File: src/rtl/mem_access_unit.sv
// mem_access_unit: byte-addressed load/store front end for a word-addressed, registered-read data memory.
// Define MEM_ACCESS_RANGE_CHECK_EN to flag requests whose address lies beyond the memory as errors.
module mem_access_unit #(
  parameter int ADDR_WIDTH = 10
) (
  input  logic                  clk,
  input  logic                  rst_n,
  input  logic                  req_valid,
  output logic                  req_ready,
  input  logic                  req_we,
  input  logic [1:0]            req_size,
  input  logic                  req_unsigned,
  input  logic [31:0]           req_addr,
  input  logic [31:0]           req_wdata,
  output logic                  rsp_valid,
  input  logic                  rsp_ready,
  output logic [31:0]           rsp_data,
  output logic                  rsp_err,
  output logic [ADDR_WIDTH-1:0] mem_addr,
  output logic [31:0]           mem_din,
  output logic                  mem_rw,
  input  logic [31:0]           mem_rdata
);
  typedef enum logic [2:0] {IDLE, ISSUE, CAPTURE, WRITE, RESP} state_t;
  state_t      state;
  logic        we, uns, err, range_err;
  logic [1:0]  size, off;
  logic [15:0] wdata;
  logic [4:0]  bsh, hsh;
  logic [7:0]  bsel;
  logic [15:0] hsel;
  logic [31:0] lane_mask, lane_data, ld_data;
`ifdef MEM_ACCESS_RANGE_CHECK_EN
  assign range_err = |req_addr[31:ADDR_WIDTH+2];
`else
  logic unused_hi;
  assign unused_hi = ^req_addr[31:ADDR_WIDTH+2];
  assign range_err = 1'b0;
`endif
  // Big-endian lanes: byte offset 0 is the most significant byte.
  always_comb begin
    err = req_size == 2'b11 || (req_size == 2'b01 && req_addr[0]) ||
          (req_size == 2'b10 && req_addr[1:0] != 2'b00) || range_err;
    bsh = {~off, 3'b000};
    hsh = {~off[1], 4'b0000};
    bsel = 8'(mem_rdata >> bsh);
    hsel = 16'(mem_rdata >> hsh);
    lane_mask = size == 2'b00 ? 32'h0000_00FF << bsh : 32'h0000_FFFF << hsh;
    lane_data = size == 2'b00 ? {24'b0, wdata[7:0]} << bsh : {16'b0, wdata} << hsh;
    ld_data = size == 2'b10 ? mem_rdata :
              size == 2'b00 ? {{24{~uns & bsel[7]}}, bsel} : {{16{~uns & hsel[15]}}, hsel};
  end
  always_ff @(posedge clk or negedge rst_n) begin
    if (!rst_n) begin
      state     <= IDLE;
      req_ready <= 1'b1;
      rsp_valid <= 1'b0;
      rsp_data  <= '0;
      rsp_err   <= 1'b0;
      mem_addr  <= '0;
      mem_din   <= '0;
      mem_rw    <= 1'b0;
      we        <= 1'b0;
      uns       <= 1'b0;
      size      <= '0;
      off       <= '0;
      wdata     <= '0;
    end else begin
      mem_rw <= 1'b0;
      case (state)
        IDLE: if (req_valid) begin
          we        <= req_we;
          uns       <= req_unsigned;
          size      <= req_size;
          off       <= req_addr[1:0];
          wdata     <= req_wdata[15:0];
          rsp_data  <= '0;
          rsp_err   <= err;
          req_ready <= 1'b0;
          if (err) begin
            rsp_valid <= 1'b1;
            state     <= RESP;
          end else begin
            mem_addr <= req_addr[ADDR_WIDTH+1:2];
            state    <= ISSUE;
            if (req_we && req_size == 2'b10) begin
              mem_rw  <= 1'b1;
              mem_din <= req_wdata;
            end
          end
        end
        ISSUE: if (we && size == 2'b10) begin
          rsp_valid <= 1'b1;
          state     <= RESP;
        end else state <= CAPTURE;
        CAPTURE: if (!we) begin
          rsp_data  <= ld_data;
          rsp_valid <= 1'b1;
          state     <= RESP;
        end else begin
          mem_din <= (mem_rdata & ~lane_mask) | lane_data;
          mem_rw  <= 1'b1;
          state   <= WRITE;
        end
        WRITE: begin
          rsp_valid <= 1'b1;
          state     <= RESP;
        end
        RESP: if (rsp_ready) begin
          rsp_valid <= 1'b0;
          req_ready <= 1'b1;
          state     <= IDLE;
        end
        default: state <= IDLE;
      endcase
    end
  end
endmodule
File: config.mk
export PLATFORM = sky130hd
export DESIGN_NAME = mem_access_unit
export DESIGN_NICKNAME = d
export VERILOG_FILES = /design/src/rtl/mem_access_unit.sv
export SDC_FILE = /design/constraint.sdc
export NUM_CORES = 1
export LEC_CHECK = 0
export ABC_AREA = 1
export CORE_ASPECT_RATIO = 1.2
export CORE_UTILIZATION = 38
export DETAILED_ROUTE_END_ITERATION = 7
export GPL_TIMING_DRIVEN = 0
export PLACE_DENSITY = 0.68
export SLEW_MARGIN = 20
export SYNTH_ARGS = -nofsm -noshare
export SYNTH_HDL_FRONTEND = slang
export SYNTH_SLANG_ARGS = --single-unit
File: constraint.sdc
create_clock -name clk -period 3.7 [get_ports clk]
set_input_delay 0.74 -clock clk [delete_from_list [all_inputs] [get_ports clk]]
set_output_delay 0.74 -clock clk [all_outputs]
set_load 0.02 [all_outputs]
Word level (Yosys, flattened, before mapping)

Cells that the tools add are included.

Bitwise operators: 9
Multiplexer cells: 32
Shift operators: 6
Equality and inequality tests: 16
Reduce and logical (&&, ||, !) cells: 19

Operators with widths:

| cell                                                 | count |
|---|---|
| two-way mux 32 bit                                   | 10 |
| case mux 32 bit (2 select lines)                     | 2 |
| AND 32 bit                                           | 1 |
| inverter 32 bit                                      | 1 |
| bitwise OR 32 bit                                    | 1 |
| << shifter 16 x 5 -> 32 bit                          | 1 |
| << shifter 16 x 5 -> 32 bit (first input constant)   | 1 |
| << shifter 8 x 5 -> 32 bit                           | 1 |
| << shifter 8 x 5 -> 32 bit (first input constant)    | 1 |
| right shift 32 x 5 -> 16 bit                         | 1 |
| right shift 32 x 5 -> 8 bit                          | 1 |
| != test 2 bit (second input constant)                | 8 |
| two-way mux 3 bit                                    | 5 |
| case mux 3 bit (5 select lines)                      | 1 |
| two-way mux 1 bit                                    | 11 |
| AND reduction 3 bit                                  | 3 |
| equality test 2 bit (second input constant)          | 3 |
| equality test 3 x 2 -> 1 bit (second input constant) | 2 |
| AND reduction 6 bit                                  | 1 |
| nonzero test 2 bit                                   | 3 |
| case mux 1 bit (5 select lines)                      | 1 |
| AND reduction 5 bit                                  | 1 |
| nonzero test 5 bit                                   | 1 |
| logical AND 1 bit                                    | 4 |
| 11 further kinds                                     | 17 |

Bits in registers: 103

Longest topological paths before layout

Depth after elaboration: 8
Gate-level depth with buffers: 11
Gate-level depth less buffers: 11

Worst setup path after synthesis

No wires, ideal clock.

Path type: in2reg
Start: in req_size[0]
End: reg mem_din[13]
Path slack: 1.967 ns
Stages on the path: 10
Data arrival time: 1.615 ns
Cells stage by stage: inv_1 -> o21ai_0 -> nand2_1 -> nand2_1 -> nand2_4 -> nand2_4 -> inv_4 -> buf_6 -> nand3_1 -> nand2_1

Word-level cells in the longest chain between the ends: 6
Elaborated cells between the ends (all ways): 11
Classes of those cells: 5 x eq/ne; 6 x reduce/logical

RTL lines:

| item                            | line | text |
|---|---|---|
| start: declaration              | 11   | `input logic [1:0] req_size,` |
| equality test 2 x 1 -> 1 bit    | 42   | `err = req_size == 2'b11 \|\| (req_size == 2'b01 && req_addr[0]) \|\|` |
| logical AND 1 bit               | 42   |  |
| logical OR 1 bit (2 in series)  | 42   |  |
| != test 2 bit (no line)         | n/a  |  |
| AND reduction 5 bit (no line) * | n/a  |  |
| end signal: assignment          | 88   | `mem_din <= req_wdata;` |
| end signal: assignment          | 101  | `mem_din <= (mem_rdata & ~lane_mask) \| lane_data;` |
| end: declaration                | 20   | `output logic [31:0] mem_din,` |

Every way passes the cells marked *; elsewhere a longest branch is shown, timed or not.
A chain may end at the register's enable or synchronous reset.

Final worst setup path

Start: reg req_ready
End: out req_ready

RTL lines:

| item                     | line | text |
|---|---|---|
| start: declaration       | 9    | `output logic req_ready,` |
| start signal: assignment | 56   | `req_ready <= 1'b1;` |
| start signal: assignment | 79   | `req_ready <= 1'b0;` |
| start signal: assignment | 111  | `req_ready <= 1'b1;` |

No word-level cell between the ends.

==> impl_metrics.csv <==
group,metric,value,unit
run_status,status,"finished clean",
routing,drc,0,
sta,rsz0062_at_grt,"no",
sta,worst_pin_slew,0.537,ns
synth,synth_top_area_cell,"dfrtp_1",
critical_path,crit_path_top_delay_cell,"clkdlybuf4s50_1",
grt,antenna_found_initial,0,
sta,setup_ws,1.47,ns
sta,post-route-min-period,2.23,ns
pwr,p_leak,3.95,nW
synth,netlist_top_cells_area,"dfrtp_1 45%, nand2_1 23%, nand3_1 7.0%",
pwr,power,6.76,mW
sta,drv_slew,0,
layout,area.sequential,2580,µm²
pwr,p_per_area,863,nW/µm²
routing,ant_nets,0,
routing,dr.pass1.iters,5,
placement,port_buffers,161,
placement,dp_cells,1160,
critical_path,cp.buffers_inverters,1,
layout,multi_input_area,2600,µm²
layout,most-common-layout-cells,"346 x nand2_1, 160 x clkdlybuf4s50_1, 102 x dfrtp_1",
placement,pre_cts_ws,1.24,ns
grt,grtUsageTotal,24.0,%
synth,synth_cell_type_count,26,
routing,avgViaCountPerCell,4.85,
clock_tree,cts_setup_buffers,0,
clock_tree,htreeDepth,3,
sta,clock-skew-final,0.00687,ns
routing,drt_wl_total,18.0,mm
critical_path,crit_path_end_kind,"primary output",
grt,grt_pass1_wl,28.5,mm
sta,setup_viol,0,
grt,grt.met1_usage,31.4,%
grt,busiest_layer,"met2",
placement,hpwl,14.2,mm
clock_tree,cts.sinks,103,
pwr,ir_worst_vdd,476,µV
layout,synthToLayoutAreaGrowth,38.0,%
layout,num-nets-final,1075,
synth,syn-cell-area,5680,µm²
critical_path,r2r-start,"state[2]$_DFFE_PN0P_",
clock_tree,cts_buffers,9,
die,core_area,14500,µm²
grt,grt_max_degree,54,
die,die_width,114,µm
layout,final_core_util,54.1,%
critical_path,cp_num_cells,1,
layout,drive_gt1_share,8.09,%
grt,grt_pass1_vias,5318,
clock_tree,cts-root-buf,"clkbuf_16",
synth,avgSynthCellArea,7.12,µm²
critical_path,cp.required,2.96,ns
grt,use_met2,41.5,%
synth,synth_fp_nets,902,
layout,antenna_cells,0,
die,start_util,39.2,%
layout,fillCellCount,1448,
grt,grtUsageMet3,3.25,%
layout,final_common_cell,"nand2_1",
sta,setup-tns-final,0,ns
clock_tree,cts_hold_buf,0,
synth,ys_ff_latch,103,
critical_path,worstSetupStartpointType,"flop",
synth,seq_area_frac_synth,45.4,%
sta,finalHoldViolations,0,
layout,stdcell_count,1176,
die,std_cell_rows,48,
die,io_pins,182,
critical_path,arrival,1.49,ns
die,fp.dieArea,15400,µm²
die,die_h,136,µm
critical_path,path_class,"flop to primary output",
critical_path,cpPeakStageDelay,0.61,ns
run,cap_violations,0,
synth,synth_cells,798,
placement,place_congestion,0.920,
hold_path,holdCritPathClass,"primary input to asynchronous set/reset pin",
critical_path,r2r_cells,8,
sta,timing.final.crit_share,60.3,%
critical_path,crit_family,"buffers and inverters",
synth,synth_top_area_share,45.0,%
routing,wl_per_cell,15.3,µm
routing,first_iter_violations,405,
sta,slew_headroom,64.2,%
critical_path,crit_start,"req_ready$_DFFE_PN1P_",
critical_path,crit_chain,"clkdlybuf4s50_1",
clock_tree,cts_resized,0,
synth,ys.warnings.count,0,
clock_tree,clkLatencyLatePin,0.35,ns
critical_path,crit_fanout,2,
clock_tree,ctsLongestPathBuffers,2,
routing,vias,5701,
clock_tree,path_clk_slew,0.07,ns
sta,timing.fmax,0.448,GHz
grt,grt_overflow,0,
clock_tree,cts_tree,"done",
[through the flow]
stage          hold WS (ns)  area, µm²
6_report              0.326       7840
3_5_place_dp          0.464       7570
4_1_cts               0.352       7840
5_1_grt               0.363       7840
3_3_place_gp          0.464       7540
2_1_floorplan         0.444       5680
[cell usage after synthesis]
cell type,instances
inv_4,2
nand3_1,79
nand2_1,346
buf_1,3
inv_1,71
dfstp_2,1
inv_2,9
nor2_4,9
a21oi_1,35
clkbuf_1,12
nand2_4,6
buf_4,4
nor3_1,1
nor2_1,11
nand2_2,6
o21ai_2,2
a22o_1,1
o21ai_1,15
buf_6,5
nand3_4,1
or2_2,8
o21ai_0,58
dfrtp_1,102
buf_2,9
nand3_2,1
o21a_1,1
[logic make-up after synthesis]
logic type / after synthesis / share of synthesized area, %
compound gates: 112 / 10.1
buf+inv: 115 / 8.81
flops: 103 / 45.4
simple gates: 468 / 35.7
[cell type report]
| class | instances | area share (%) |
|---|---|---|
| clock buffer | 11 | 2.97 |
| sequential | 103 | 32.9 |
| clock inverter | 5 | 0.447 |
| tap | 200 | 3.19 |
| inverter | 82 | 3.99 |
| timing repair buffer | 162 | 20.9 |
| multi-input combinational | 580 | 33.2 |
| buffer | 33 | 2.40 |
[worst paths after layout]
check	slack (ns)	end
hold reg to reg	0.48	rsp_data[16]$_DFFE_PN0P_
setup / recovery	1.47	req_ready
max in group asynchronous	2.70	req_ready$_DFFE_PN1P_
hold / removal	0.33	mem_addr[7]$_DFFE_PN0P_
setup reg to reg	1.83	mem_din[4]$_DFFE_PN0P_
min in group clk	0.48	rsp_data[16]$_DFFE_PN0P_
[flip-flops by register name, summed over array words and instances (netlist names)]
signal,cells
mem_rw,1
rsp_valid,1
mem_addr,10
state,3
mem_din,32
off,2
wdata,16
rsp_data,32
we,1
size,2
uns,1
rsp_err,1
req_ready,1
[power by group]
part | switching (mW) | leakage [nW] | internal, mW
Sequential | 0.388 | 1.32 | 1.65
Combinational | 2.33 | 2.50 | 1.51
Clock | 0.424 | 0.129 | 0.457
[metal layers]
metal / up-vias / share of wire [%] / wire, µm
li1: 2849 / - / -
met1: 2648 / 44 / 7910
met2: 182 / 49 / 8920
met3: 22 / 4.6 / 838
met4: 0 / 2.0 / 362
met5: - / 0 / 0
Note: power is estimated with default switching activity, not from simulation.
